--- config.mk ---
export PLATFORM = sky130hd
export DESIGN_NAME = tt_settle_timer
export DESIGN_NICKNAME = d
export VERILOG_FILES = /design/src/rtl/tt_check_pkg.sv /design/src/rtl/tt_settle_timer.sv
export SDC_FILE = /design/constraint.sdc
export NUM_CORES = 1
export LEC_CHECK = 0
export ABC_CLOCK_PERIOD_IN_PS = 1410
export CORE_AREA = 2 2 39 41
export DETAILED_ROUTE_END_ITERATION = 10
export DIE_AREA = 0 0 41 43
export SYNTH_ARGS = -nofsm -noshare
export SYNTH_HDL_FRONTEND = slang
export SYNTH_SLANG_ARGS = --single-unit
--- constraint.sdc ---
create_clock -name clk -period 1.41 [get_ports clk]
set_input_delay 0.282 -clock clk [delete_from_list [all_inputs] [get_ports clk]]
set_output_delay 0.282 -clock clk [all_outputs]
set_load 0.05 [all_outputs]
--- src/rtl/tt_check_pkg.sv ---
// Shared state encoding, settle-counter width and row-count helper for the
// truth-table response checker.
package tt_check_pkg;

  typedef enum logic [1:0] {
    ST_IDLE   = 2'd0,
    ST_HOLD   = 2'd1,
    ST_SAMPLE = 2'd2,
    ST_DONE   = 2'd3
  } state_t;

  localparam int SETTLE_W = 4;

  function automatic int rows(input int n);
    return 1 << n;
  endfunction

endpackage

--- src/rtl/tt_settle_timer.sv ---
// Loadable down-counter that times how long each stimulus row is held
// before the response is sampled.
module tt_settle_timer
  import tt_check_pkg::*;
#(
  parameter int W = SETTLE_W
) (
  input  logic         clk,
  input  logic         rst_n,
  input  logic         load,
  input  logic [W-1:0] value,
  output logic         zero
);

  logic [W-1:0] count_reg;

  always_ff @(posedge clk or negedge rst_n) begin
    if (!rst_n) begin
      count_reg <= '0;
    end else if (load) begin
      count_reg <= value;
    end else if (count_reg != '0) begin
      count_reg <= count_reg - 1'b1;
    end
  end

  assign zero = (count_reg == '0);

endmodule

# --- Yosys cells after proc, flatten, opt, wreduce, memory -nomap -nowiden ---
# Index checks and enable logic that the tools add are counted.
word_totals:
  register_bits: 4
  in_bits: 7
  output_inout_bits: 1
  word_cells: 7
op_classes:
  addsub: 1
  muxes: 2
  reduce_logical: 3
op_table:
  columns: ["operator", "n"]
  rows:
  - ["2-to-1 mux 4 bit", 2]
  - ["zero test 4 bit", 1]
  - ["nonzero test 4 bit", 1]
  - ["subtractor 4 x 1 -> 4 bit, second input constant", 1]
  - ["nonzero test 2 bit", 1]

# --- Longest topological paths before layout ---
depth:
  depth_word: 3
  ltp_mapped: 5
  mapped_depth_nobuf: 5

# --- Worst setup path before layout ---
# OpenSTA, ideal clock, no wires.
synth_timing:
  path_type: "register -> register"
  from: "register count_reg[0]"
  to: "register count_reg[1]"
  setup_ns: 0.125
  t_arrival_ns: 1.616
  required_time_ns: 1.285
  setup_slack_ns: -0.330
  stages_incl_launch_ff: 6
  n_path_buf: 0
  period_less_slack_ns: 1.740
  cell_sequence: "dfrtp_1 inv_1 ha_1 nor3b_4 mux2i_1 mux2_2"
synth_via:
  elab_chain_len: 3
  word_cells_on_any_way: 5
  classes_between: "add/sub (1); mux (2); reduce/logical (2)"
synth_lines:
  columns: ["element", "line_no", "rtl"]
  rows:
  - ["start: declaration", "tt_settle_timer.sv:15", "logic [W-1:0] count_reg;"]
  - ["start signal: assignment", "tt_settle_timer.sv:21", "count_reg <= value;"]
  - ["start signal: assignment", "tt_settle_timer.sv:23", "count_reg <= count_reg - 1'b1;"]
  - ["subtractor 4 x 1 -> 4 bit", "tt_settle_timer.sv:23", null]
  - ["2-to-1 mux 4 bit", "tt_settle_timer.sv:22", "end else if (count_reg != '0) begin"]
  - ["2-to-1 mux 4 bit", "tt_settle_timer.sv:20", "end else if (load) begin"]
# Parallel ways exist; a longest one is shown, timed or not. The select of a mux whose other input is x is not followed.
# A chain may end at the register's enable or synchronous reset.

# --- Worst setup path after layout ---
layout_timing:
  from: "register count_reg[0]"
  to: "output zero"
layout_via:
  elab_chain_len: 1
layout_lines:
  columns: ["element", "line_no", "rtl"]
  rows:
  - ["zero test 4 bit", "tt_settle_timer.sv:27", "assign zero = (count_reg == '0);"]
  - ["end: declaration", "tt_settle_timer.sv:12", "output logic zero"]
# No other way between the ends.

==> results.yml <==
synth:
  yosysWarnings: 0
  synth.distinct_cells: 15
  ys_seq_area_share_pct: 42.8
  synth.avg_cell_area_sq_um: 10.6
  synth_fp_nets: 30
  synth_cells: 22
  synth_area_sq_um: 234
  synth_seq_cells: 4
sta:
  rsz0062_at_grt: "yes"
  drv_slew: 0
  fin_crit_sh_pct: 106
  setup_viol: 2
  hold_slack_ns: 0.251
  fin_skew_ns: 0.00172
  final_period_minus_worst_setup_slack_ns: 1.50
  max_slew_margin_pct: 84.8
  fmax_mhz: 667
  worst_slew_pin_slew_ns: 0.227
  finalHoldViolCount: 0
  worst_slack_ns: -0.0904
final_layout:
  n_antenna_cell: 0
  layout.nets: 47
  largest_register_ffs: 4
  finish.instance_area_sq_um: 422
  final_cells: 53
  area_growth_pct: 80.2
  fillers: 143
  drive_above_1_share_pct: 43.2
  layout_common_cells: "clkdlybuf4s50_1, buf_4, dfrtp_1"
  final_common_cell: "clkdlybuf4s50_1"
  final_util_pct: 30.5
routing:
  dr.pass1.iters: 3
  drt_iter0_drc: 1
  num_vias: 208
  viasPerCell: 3.92
  drc: 0
  drtAntennaViolNets: 0
  post_drt_wl_per_cell_um: 8.98
  wl_um: 476
placed_design:
  dpl_cell_area_sq_um: 355
  place_ws_ns: -0.00636
  gp_congestion: 0.717
  numPortBuffers: 7
  dpl.cell_count: 47
setup_path:
  worst_setup_path_end_kind: "primary output"
  start_kind: "flop"
  critPathArrivalTime_ns: 1.22
  crit_path_max_fanout: 2
  critPathRequiredTime_ns: 1.13
  crit_type: "reg2out"
clock_tree:
  cts-htree-levels: 1
  clock-sinks: 4
  cts_tree: "yes"
  path_clk_slew_ns: 0.04
  clk_latency_ns: 0.23
  numCtsBuffers: 3
  root_buffer: "clkbuf_4"
  clockBufferDepth: 2
floorplan:
  start_util_pct: 16.9
  core_area_sq_um: 1380
  io_pins: 8
  fp.dieArea_sq_um: 1760
  row_count: 14
  chipHeight_um: 43
  die_x_um: 41
grt:
  grt_pass1_vias: 191
  grt_use_met2_pct: 7.19
  grt_overflow: 0
  grt_max_degree: 7
  grt_busiest_layer: "met1"
  antenna_found_initial: 0
  grt_util_all_layers_pct: 6.55
  grt_pass1_wl_um: 738
  met3_usage_pct: 1.57
  grtUsageMet1_pct: 9.74
power_and_ir_drop:
  peakVddDrop_v: 0.000387
  p_per_area_nw_per_um2: 1330
  leakage_nw: 0.179
status:
  violations: "negative setup slack"
  status: "finished with violations"
flow_run:
  max_cap_viol_count: 0
min_path:
  holdCritPathClass: "in2async"
[metrics by stage]
| stage | power, W | setup TNS [ns] |
|---|---|---|
| after global routing | 0.000595 | -0.295 |
| after global placement | 0.000360 | 0 |
| final | 0.000559 | -0.106 |
| after detailed placement | 0.000368 | -0.00636 |
| after floorplan | 0.000286 | -0.488 |
| after CTS | 0.000557 | -0.124 |
[cells in the mapped netlist, drive strengths merged]
| library cell | n | area [sq um] |
|---|---|---|
| dfrtp | 4 | 100 |
| o21ai | 2 | 10.0 |
| ha | 1 | 12.5 |
| mux2 | 1 | 11.3 |
| nor3 | 2 | 10.0 |
| xnor2 | 1 | 8.76 |
| mux2i | 2 | 20.0 |
| a221o | 1 | 10.0 |
| nor3b | 2 | 26.3 |
| clkbuf | 1 | 3.75 |
| nor2b | 1 | 6.26 |
| inv | 2 | 7.51 |
| nand2 | 2 | 7.51 |
[routing by layer]
metal	wire, um	part of all wire, %
met4	0	0
met5	0	0
met2	219	46
met1	234	49
met3	23	4.8
[where the power goes]
part / internal (W) / total [W] / switching, W
clock network: 0.0000952 / 0.000142 / 0.0000472
registers: 0.000141 / 0.000167 / 0.0000261
logic: 0.000150 / 0.000249 / 0.0000996
total: 0.000386 / 0.000559 / 0.000173
[final cells by class]
cell class	instances	area (sq um)	share of cell area [%]
Tap cell	16	20.0	4.75
Sequential cell	4	100	23.7
Clock buffer	3	22.5	5.34
Inverter	2	7.51	1.78
Multi-Input combinational cell	15	143	33.8
Timing Repair Buffer	13	129	30.6
[timing repair]
item / 4_1_cts / 5_1_grt
pin swaps: 1 / 0
gates cloned: 0 / 0
endpoints found under the setup margin: 2 / 3
setup buffers: 3 / 0
resized for setup: 2 / 2
hold buffers: 0 / 0
[logic make-up (layout without fill, tap and decap cells)]
logic type,Yosys count,after routing,synth area share (%)
simple gates,7,7,21.4
flops,4,4,42.8
compound gates,3,3,8.55
mux,3,3,13.4
buf+inv,3,18,4.81
fa+ha+maj,1,1,5.35
xor+xnor,1,1,3.74
[worst paths after layout]
path	slack (ns)	depth (start not counted)	end	from
min in group clk	0.59	3	count_reg[0]	value[0]
max in group asynchronous	0.99	1	count_reg[0]	rst_n
max	-0.09	4	zero	count_reg[0]
min	0.25	1	count_reg[1]	rst_n
min reg2reg	0.71	2	count_reg[2]	count_reg[2]
max reg2reg	-0.02	6	count_reg[1]	count_reg[0]
[critical path, cell delays in order, from the launching register on]
cell and delay (ns):
dfrtp_1 0.38, inv_2 0.08, ha_4 0.13, nor3b_4 0.23, buf_12 0.17
(Power assumes the default switching activity.)
